==> src/rtl/conv3_pkg.sv <==
// conv3_pkg: geometry, FSM encoding and address types shared by the conv3 scheduler.
package conv3_pkg;
    localparam int IN_H = 13;
    localparam int IN_W = 13;
    localparam int CH   = 256;
    localparam int K    = 3;
    localparam int PAD  = 1;
    localparam int DW   = 16;

    localparam int ACT_AW = $clog2(IN_H * IN_W * CH);
    localparam int KER_AW = $clog2(K * K * CH);

    typedef logic [ACT_AW-1:0] act_addr_t;
    typedef logic [KER_AW-1:0] ker_addr_t;

    typedef enum logic [2:0] {
        IDLE,
        RUN,
        DRAIN,
        WRITE,
        DONE
    } state_e;
endpackage

==> src/rtl/conv3_mac.sv <==
// conv3_mac: one-cycle tap valid delay feeding a truncating 16-bit multiply into a wrapping accumulator.
module conv3_mac
    import conv3_pkg::*;
(
    input  logic          clk,
    input  logic          rst_n,
    input  logic          clr,
    input  logic          tap_vld,
    input  logic [DW-1:0] act,
    input  logic [DW-1:0] ker,
    output logic [DW-1:0] acc
);
    logic          vld_q, vld_d;
    logic [DW-1:0] acc_q, acc_d;

    // Operands arrive one cycle after the strobe, so the valid is delayed to line up with them.
    always_comb begin
        vld_d = tap_vld;
        acc_d = acc_q;
        if (clr)
            acc_d = '0;
        else if (vld_q)
            acc_d = acc_q + DW'(act * ker);
    end

    always_ff @(posedge clk or negedge rst_n) begin
        if (!rst_n) begin
            vld_q <= 1'b0;
            acc_q <= '0;
        end else begin
            vld_q <= vld_d;
            acc_q <= acc_d;
        end
    end

    assign acc = acc_q;
endmodule

==> src/rtl/conv3_sched.sv <==
// conv3_sched: raster-order sequencer for the 3x3 pad-1 conv3 layer, one MAC per cycle.
// Define CONV3_SKIP_PAD_EN to skip padded taps instead of issuing them with strobes low.
module conv3_sched #(
    parameter  int IN_H   = conv3_pkg::IN_H,
    parameter  int IN_W   = conv3_pkg::IN_W,
    parameter  int CH     = conv3_pkg::CH,
    localparam int DW     = conv3_pkg::DW,
    localparam int ACT_AW = $clog2(IN_H * IN_W * CH),
    localparam int KER_AW = $clog2(conv3_pkg::K * conv3_pkg::K * CH)
) (
    input  logic              clk,
    input  logic              rst_n,
    input  logic              start,
    output logic              busy,
    output logic              done,
    output logic              act_rd_en,
    output logic [ACT_AW-1:0] act_addr,
    input  logic [DW-1:0]     act_rd_data,
    output logic              ker_rd_en,
    output logic [KER_AW-1:0] ker_addr,
    input  logic [DW-1:0]     ker_rd_data,
    output logic              out_valid,
    input  logic              out_ready,
    output logic [3:0]        out_row,
    output logic [3:0]        out_col,
    output logic [DW-1:0]     out_data
);
    localparam int K   = conv3_pkg::K;
    localparam int PAD = conv3_pkg::PAD;
    localparam int CW  = (CH > 1) ? $clog2(CH) : 1;

    localparam logic [3:0]    I_LAST = 4'(IN_H - 1);
    localparam logic [3:0]    J_LAST = 4'(IN_W - 1);
    localparam logic [CW-1:0] C_LAST = CW'(CH - 1);
    localparam logic [4:0]    LO_LIM = 5'(PAD);
    localparam logic [4:0]    R_END  = 5'(IN_H + PAD);
    localparam logic [4:0]    C_END  = 5'(IN_W + PAD);

    conv3_pkg::state_e state_q, state_d;
    logic [3:0]    i_q, i_d, j_q, j_d;
    logic [CW-1:0] c_q, c_d;
    logic [1:0]    m_q, m_d, n_q, n_d;
    logic [1:0]    m_lo, m_hi, n_lo, n_hi;
    logic [4:0]    r_ext, c_ext;
    logic          tap_pad, tap_vld, acc_clr, new_pix;
    logic [DW-1:0] acc;

    // Row/column before removing the pad offset; below LO_LIM or at/after *_END is padding.
    assign r_ext   = {1'b0, i_q} + {3'b0, m_q};
    assign c_ext   = {1'b0, j_q} + {3'b0, n_q};
    assign tap_pad = (r_ext < LO_LIM) || (r_ext >= R_END) || (c_ext < LO_LIM) || (c_ext >= C_END);
    assign tap_vld = (state_q == conv3_pkg::RUN) && !tap_pad;

`ifdef CONV3_SKIP_PAD_EN
    // In-bounds taps form a rectangle, so skipping just narrows the m/n ranges.
    assign m_lo = (i_q == 4'd0)   ? 2'd1 : 2'd0;
    assign m_hi = (i_q == I_LAST) ? 2'd1 : 2'd2;
    assign n_lo = (j_q == 4'd0)   ? 2'd1 : 2'd0;
    assign n_hi = (j_q == J_LAST) ? 2'd1 : 2'd2;
`else
    assign m_lo = 2'd0;
    assign m_hi = 2'd2;
    assign n_lo = 2'd0;
    assign n_hi = 2'd2;
`endif

    always_comb begin
        state_d = state_q;
        i_d     = i_q;
        j_d     = j_q;
        c_d     = c_q;
        m_d     = m_q;
        n_d     = n_q;
        new_pix = 1'b0;
        case (state_q)
            conv3_pkg::IDLE: begin
                if (start) begin
                    state_d = conv3_pkg::RUN;
                    i_d     = '0;
                    j_d     = '0;
                    new_pix = 1'b1;
                end
            end
            conv3_pkg::RUN: begin
                if (n_q != n_hi) begin
                    n_d = n_q + 2'd1;
                end else if (m_q != m_hi) begin
                    n_d = n_lo;
                    m_d = m_q + 2'd1;
                end else if (c_q != C_LAST) begin
                    n_d = n_lo;
                    m_d = m_lo;
                    c_d = c_q + CW'(1);
                end else begin
                    state_d = conv3_pkg::DRAIN;
                end
            end
            conv3_pkg::DRAIN: state_d = conv3_pkg::WRITE;
            conv3_pkg::WRITE: begin
                if (out_ready) begin
                    if (j_q != J_LAST) begin
                        j_d     = j_q + 4'd1;
                        state_d = conv3_pkg::RUN;
                        new_pix = 1'b1;
                    end else if (i_q != I_LAST) begin
                        j_d     = '0;
                        i_d     = i_q + 4'd1;
                        state_d = conv3_pkg::RUN;
                        new_pix = 1'b1;
                    end else begin
                        i_d     = '0;
                        j_d     = '0;
                        state_d = conv3_pkg::DONE;
                    end
                end
            end
            conv3_pkg::DONE: state_d = conv3_pkg::IDLE;
            default:         state_d = conv3_pkg::IDLE;
        endcase
        // Tap counters restart at the first tap of the pixel being entered, not the one just finished.
        if (new_pix) begin
            c_d = '0;
`ifdef CONV3_SKIP_PAD_EN
            m_d = (i_d == 4'd0) ? 2'd1 : 2'd0;
            n_d = (j_d == 4'd0) ? 2'd1 : 2'd0;
`else
            m_d = 2'd0;
            n_d = 2'd0;
`endif
        end
    end

    assign acc_clr = new_pix;

    always_ff @(posedge clk or negedge rst_n) begin
        if (!rst_n) begin
            state_q <= conv3_pkg::IDLE;
            i_q     <= '0;
            j_q     <= '0;
            c_q     <= '0;
            m_q     <= '0;
            n_q     <= '0;
        end else begin
            state_q <= state_d;
            i_q     <= i_d;
            j_q     <= j_d;
            c_q     <= c_d;
            m_q     <= m_d;
            n_q     <= n_d;
        end
    end

    conv3_mac u_mac (
        .clk     (clk),
        .rst_n   (rst_n),
        .clr     (acc_clr),
        .tap_vld (tap_vld),
        .act     (act_rd_data),
        .ker     (ker_rd_data),
        .acc     (acc)
    );

    assign act_rd_en = tap_vld;
    assign ker_rd_en = tap_vld;
    assign act_addr  = tap_vld ? ACT_AW'(((int'(r_ext) - PAD) * IN_W + int'(c_ext) - PAD) * CH + int'(c_q)) : '0;
    assign ker_addr  = tap_vld ? KER_AW'((int'(m_q) * K + int'(n_q)) * CH + int'(c_q)) : '0;

    assign busy      = (state_q != conv3_pkg::IDLE);
    assign done      = (state_q == conv3_pkg::DONE);
    assign out_valid = (state_q == conv3_pkg::WRITE);
    assign out_row   = out_valid ? i_q : '0;
    assign out_col   = out_valid ? j_q : '0;
    assign out_data  = out_valid ? acc : '0;
endmodule

==> config.mk <==
export PLATFORM = sky130hd
export DESIGN_NAME = conv3_sched
export DESIGN_NICKNAME = d
export VERILOG_FILES = /design/src/rtl/conv3_pkg.sv /design/src/rtl/conv3_mac.sv /design/src/rtl/conv3_sched.sv
export SDC_FILE = /design/constraint.sdc
export NUM_CORES = 1
export LEC_CHECK = 0
export CAP_MARGIN = 20
export CORE_ASPECT_RATIO = 1.2
export CORE_MARGIN = 4
export CORE_UTILIZATION = 50
export CTS_BUF_LIST = sky130_fd_sc_hd__clkbuf_4 sky130_fd_sc_hd__clkbuf_8
export CTS_CLUSTER_DIAMETER = 120
export DETAILED_ROUTE_END_ITERATION = 8
export PLACE_DENSITY = 0.73
export REMOVE_ABC_BUFFERS = 1
export SYNTH_ARGS = -nofsm -noshare
export SYNTH_HDL_FRONTEND = slang
export SYNTH_HIERARCHICAL = 1
export SYNTH_SLANG_ARGS = --single-unit
==> constraint.sdc <==
create_clock -name clk -period 10.2 [get_ports clk]
set_input_delay 1.02 -clock clk [delete_from_list [all_inputs] [get_ports clk]]
set_output_delay 1.02 -clock clk [all_outputs]
set_load 0.01 [all_outputs]
==> reports/qor.txt, run 1 <==
First-pass DRT Iterations - 6
critical path's largest stage delay - 0.55 ns
fill count - 1441
Unique masters post-synth - 52
CP max FO - 6
Rows - 49
worst-path cell chain - inv_1, fa_1, nor2b_1, nor2_1, nor2_1, xnor2_1, ha_1, ha_1, inv_1, fa_1, inv_1, fa_1, ha_1, nor2b_1, nor3_1, o21bai_1, a21oi_1, xnor3_1, nor2b_1, clkdlybuf4s50_1
Die ar. - 17800 µm²
Main synth FF type - dfrtp_1
XOR/XNOR Fraction of Synth Area - 6.48%
area delta synth->final - 13.5%
register area - 1000 µm²
WS Path Type - reg -> out
Syn. warnings - 6
area occupied by multi-input gates - 5920 µm²
Max-Slew Margin vs Limit - 35.2%
mux share of post-synthesis cell area - 1.53%
DRT Wirelength - 16800 µm
I/O Pins - 93
Routed Antenna Nets - 0
vias post-DR - 5880
Initial Util - 51.7%
post-synthesis simple-gate area fraction - 20.2%
clk slew on worst S/H paths - 0.08 ns
DIE WIDTH - 122 µm
crit path time final - 6.82 ns
period utilisation layout - 66.8%
delay-heaviest family, CP - adder cells
Num CTS Buffers - 5
Clock Sinks - 40
largest net degree at the start of global routing - 41
# H-tree levels - 2
Fin Setup TNS - 0 ns
Cells after Synth - 914
CTS Buffer Depth - 2
RSZ-0062 raised after global routing - no
flops & latches, synth - 40
slowest CP cell - clkdlybuf4s50_1
max frequency - 147 MHz
arrival time at the worst endpoint - 5.80 ns
CP bufs+invs - 4
CTS tree - yes
Final Hold Viols - 0
Post-synth EDFFs - 0
CTS Hold Buffers Added - 0
RD Place Congestion - 0.838
first-pass GRT wire length - 29800 µm
final max-slew violation count - 0
post-synthesis sequential area ratio - 12.7%
post-synth design cell area - 7860 µm²
crit start category - register
initial antenna violation count - 0
max_cap viols - 0
vias per cell - 4.99
Port Buffers - 92
Post-CTS Repair Setup Buffers - 0
Total Routing Usage GR - 20.3%
Setup violations, final - 0
final-stage net count - 1206
DIE HEIGHT - 145 µm
CP Data Required Time - 9.18 ns
share of layout cells above drive strength 1 - 2.05%
Congestion Overflow GR - 0
Post-Synth Adder-Cell Area - 41.4%
DR iter-0 viols - 234
largest family of logic cells by synthesized area - adder cells
post-synthesis compound-gate area fraction - 5.64%
status - finished, final reports clean
ANT cells - 0
Worst Hold Class - reg -> reg
Worst Max-Slew Pin Slew - 0.965 ns
ys async rst share - 100%
Worst setup EP type - primary output
Layout Skew - 0.0127 ns
core area - 15200 µm²
vias in the first global route - 6335
WL/cell - 14.3 µm
Worst-Skew Late Latency - 0.29 ns
Final HPWL DP - 14000 µm
CTS Root Cell - clkbuf_8
syn avg cell area - 8.60 µm²
Post-CTS Resized - 0
number of remaining DRC errors - 0
## kinds of logic after synthesis
group | Yosys count
AO/OA/AOI/OAI | 71
XOR/XNOR | 55
buffers and inverters | 234
AND/OR/NAND/NOR | 307
adder cells (fa/ha/maj) | 195
multiplexers | 12
flip-flops | 40
## placed cells by master, fill, tap and decap left out, drive strengths merged, types with 11 or more instances in the layout
master,instances
nor3,18
dfrtp,40
nor2b,11
ha,87
nor2,39
inv,194
and2,88
a21oi,19
nand3,13
nand2,106
fa,108
xnor2,42
xor2,11
clkdlybuf4s50,91
mux2i,12
o21ai,23
## registers in the layout, summed over array words and instances, names as in the netlist
register	count
u_mac/acc	16
m_q	2
n_q	2
u_mac/vld_q	1
state_q	3
c_q	8
i_q	4
j_q	4
## layer usage
layer / up-vias / global-route usage [%] / part of all wire (%)
met4: 0 / 4.03 / 1.2
li1: 2900 / - / -
met5: - / 0 / 0
met3: 19 / 2.06 / 3.4
met1: 2843 / 27.6 / 45
met2: 118 / 35.2 / 50
## final timing paths
path | startpoint | endpoint | slack (ns) | cells past startpoint
max | m_q[1] | act_addr[15] | 3.38 | 20
min | u_mac/acc[9] | u_mac/acc[9] | 0.56 | 2
max reg2reg | u_mac/acc[8] | u_mac/acc[12] | 5.93 | 15
min reg2reg | u_mac/acc[9] | u_mac/acc[9] | 0.56 | 2
max in group asynchronous | rst_n | j_q[3] | 8.77 | 1
min in group asynchronous | rst_n | u_mac/acc[0] | 0.85 | 1
## cell usage after synthesis, drive strengths merged (2+ instances only)
| library cell | n | area share, % |
|---|---|---|
| inv | 194 | 9.3 |
| fa | 108 | 28 |
| nand2 | 106 | 5.2 |
| and2 | 88 | 7.0 |
| ha | 87 | 14 |
| xnor2 | 42 | 4.7 |
| dfrtp | 40 | 13 |
| nor2 | 39 | 2.1 |
| o21ai | 23 | 1.5 |
| buf | 21 | 1.8 |
| a21oi | 19 | 1.2 |
| clkbuf | 19 | 0.92 |
| nor3 | 18 | 1.1 |
| nand3 | 13 | 0.83 |
| mux2i | 12 | 1.5 |
| nor2b | 11 | 0.88 |
| xor2 | 11 | 1.2 |
| nand4 | 5 | 0.40 |
| nor4 | 5 | 0.67 |
| o21a | 5 | 0.48 |
| o31ai | 5 | 0.48 |
| nand2b | 4 | 0.32 |
| nand3b | 4 | 0.38 |
| nor3b | 4 | 0.38 |
| o21bai | 4 | 0.38 |
| or3 | 4 | 0.32 |
| a21o | 3 | 0.29 |
| and3 | 3 | 0.24 |
| a211oi | 2 | 0.25 |
| a31o | 2 | 0.22 |
| a31oi | 2 | 0.16 |
| xnor3 | 2 | 0.57 |
## worst register-to-register path: cells and delay by family (launching register included)
kind / cells / cell delay [ns]
and+or+nand+nor: 3 / 0.81
buffers and inverters: 4 / 0.21
AOI/OAI and AO/OA: 3 / 0.44
DFF: 1 / 0.36
adders and majority gates: 5 / 2.39
## final cells by class
class,count,share of cell area (%)
inverters,194,8.17
clock buffers,5,0.772
clock inverters,2,0.140
multi-input cells,640,66.4
well taps,204,2.86
flip-flops and latches,40,11.2
repair buffers,94,10.4
## stage by stage
| step | setup slack (ns) | utilization, % | instances | hold WS (ns) | area [µm²] |
|---|---|---|---|---|---|
| 6_report | 3.38 | 58.6 | 1179 | 0.557 | 8920 |
| 5_1_grt | 2.94 | 58.6 | 1179 | 0.584 | 8920 |
| 4_1_cts | 3.32 | 58.6 | 1179 | 0.561 | 8920 |
| 3_5_place_dp | 3.43 | 58.1 | 1172 | 0.540 | 8840 |
| 3_3_place_gp | 3.44 | 58.1 | 1172 | 0.521 | 8840 |
| 2_1_floorplan | 4.48 | - | 874 | 0.501 | 7640 |
Power of run 1 is not shown: default switching activity piles up to over one toggle a cycle in this logic, so the estimate is an artifact.
==> run 2: changes to the inputs <==
==> constraint.sdc (replaced) <==
create_clock -name clk -period 7.14 [get_ports clk]
set_input_delay 0.714 -clock clk [delete_from_list [all_inputs] [get_ports clk]]
set_output_delay 0.714 -clock clk [all_outputs]
set_load 0.01 [all_outputs]
==> reports/qor.txt, run 2 (synthesis gave the netlist of run 1 again) <==
crit path time final - 6.50 ns
First-pass DRT Iterations - 5 (-1)
Rows - 49 (unchanged)
Post-CTS Repair Setup Buffers - 0 (unchanged)
Worst Hold Class - reg -> reg
ANT cells - 0 (unchanged)
Worst R2R Start - u_mac/acc[3]
post-route insts no fill - 1185 (+0.51%)
core area - 15200 µm² (unchanged)
clk slew on worst S/H paths - 0.07 ns (about the same)
period utilisation layout - 91.0%
routed wl met3 - 631 µm (+11%)
final max-slew violation count - 0 (unchanged)
CP Data Required Time - 6.43 ns (-2.75 ns)
vias post-DR - 6025 (+2.5%)
DIE HEIGHT - 145 µm (unchanged)
initial antenna violation count - 0 (unchanged)
status - finished, final reports clean
WL met2 - 8770 µm (+3.7%)
DR iter-0 viols - 387 (+65%)
vias in the first global route - 6565 (+3.6%)
Worst-Skew Late Latency - 0.30 ns (about the same)
Total Routing Usage GR - 21.0% (+0.70 points)
Final Hold Viols - 0 (unchanged)
most frequent cells in the layout - inv_1 (194), fa_1 (108), nand2_1 (105)
Worst setup EP type - primary output
CTS Hold Buffers Added - 0 (unchanged)
DIE WIDTH - 122 µm (unchanged)
area delta synth->final - 14.6%
RD Place Congestion - 0.872 (+4.2%)
Layout Skew - 0.0102 ns (-0.00250 ns)
arrival time at the worst endpoint - 5.78 ns (-0.02 ns)
Port Buffers - 92 (unchanged)
I/O Pins - 93 (unchanged)
hold path start - u_mac/acc[11]
CTS tree - yes
CTS Root Cell - clkbuf_8
WS Path Type - reg -> out
crit start category - register
Max-Slew Margin vs Limit - 35.3% (+0.16 points)
max reg flops - 16 (unchanged)
Final HPWL DP - 14600 µm (+3.8%)
Worst Max-Slew Pin Slew - 0.963 ns (-0.00240 ns)
M1 wire length - 7760 µm (+2.3%)
Clock Sinks - 40 (unchanged)
vias per cell - 5.08 (+1.9%)
Routed Antenna Nets - 0 (unchanged)
# H-tree levels - 2 (unchanged)
DRT Wirelength - 17500 µm (+4.0%)
Fin Setup TNS - 0 ns (unchanged)
RSZ-0062 raised after global routing - no
Congestion Overflow GR - 0 (unchanged)
largest net degree at the start of global routing - 41 (unchanged)
CTS Buffer Depth - 2 (unchanged)
share of layout cells above drive strength 1 - 2.65% (+0.60 points)
final-stage net count - 1211 (+0.41%)
commonest non-fill, non-tap cell in the layout - inv_1
CP max FO - 6 (unchanged)
WL/cell - 14.8 µm (+3.5%)
highest metal used - met4
first-pass GRT wire length - 30900 µm (+3.6%)
max_cap viols - 0 (unchanged)
max frequency - 154 MHz
number of remaining DRC errors - 0 (unchanged)
Num CTS Buffers - 5 (unchanged)
Setup crit start - m_q[0]
placed cells - 1177 (+0.43%)
Post-CTS Resized - 0 (unchanged)
Initial Util - 51.7% (unchanged)
Setup violations, final - 0 (unchanged)
Die ar. - 17800 µm² (unchanged)
run 2: worst max-delay path: stages, from the launching register on:
cell             delay, ns
dfrtp_1               0.49
ha_1                  0.22
inv_1                 0.05
fa_1                  0.38
nor2b_1               0.32
nor2_1                0.14
nor2_1                0.15
xnor2_1               0.24
ha_1                  0.31
ha_1                  0.27
inv_1                 0.04
fa_1                  0.47
inv_1                 0.05
fa_1                  0.46
ha_1                  0.31
nor2b_1               0.16
nor3_1                0.23
o21bai_1              0.12
a21oi_1               0.17
xnor3_1               0.24
nor2b_1               0.11
clkdlybuf4s50_1       0.55
run 2: layer usage:
layer  global-route usage, %  vias up
met1                    28.1     2937
li1                        -     2908
met4                    5.60        0
met2                    36.4      152
met3                    1.87       28
met5                       0        -
run 2: path summary, 6_finish.rpt:
path / endpoint / slack, ns / depth (start not counted)
worst max register to register: u_mac/acc[15] / 2.85 / 17
max in group asynchronous: j_q[3] / 6.00 / 1
min in group asynchronous: u_mac/acc[0] / 0.56 / 1
worst min-delay path: u_mac/acc[11] / 0.55 / 2
worst min register to register: u_mac/acc[11] / 0.55 / 2
worst max-delay path: act_addr[15] / 0.64 / 21
run 2: layout make-up:
class	instances	area, µm²
Timing Repair Buffer	99	968
Clock buffer	7	96.3
Sequential cell	40	1000
Clock inverter	1	30.0
Inverter	194	728
Multi-Input combinational cell	640	5920
Fill cell	1415	6200
Tap cell	204	255
run 2: metrics by stage:
stage	hold slack (ns)	util, %	worst slack, ns	instance area, µm²
finish	0.549	59.2	0.645	9000
detailed placement	0.538	58.4	0.702	8870
global placement	0.522	58.4	0.774	8870
floorplan	0.418	-	1.73	7640
global route	0.578	59.2	0.147	9000
CTS	0.558	59.2	0.572	9000
Power of run 2 is left out for the same reason.
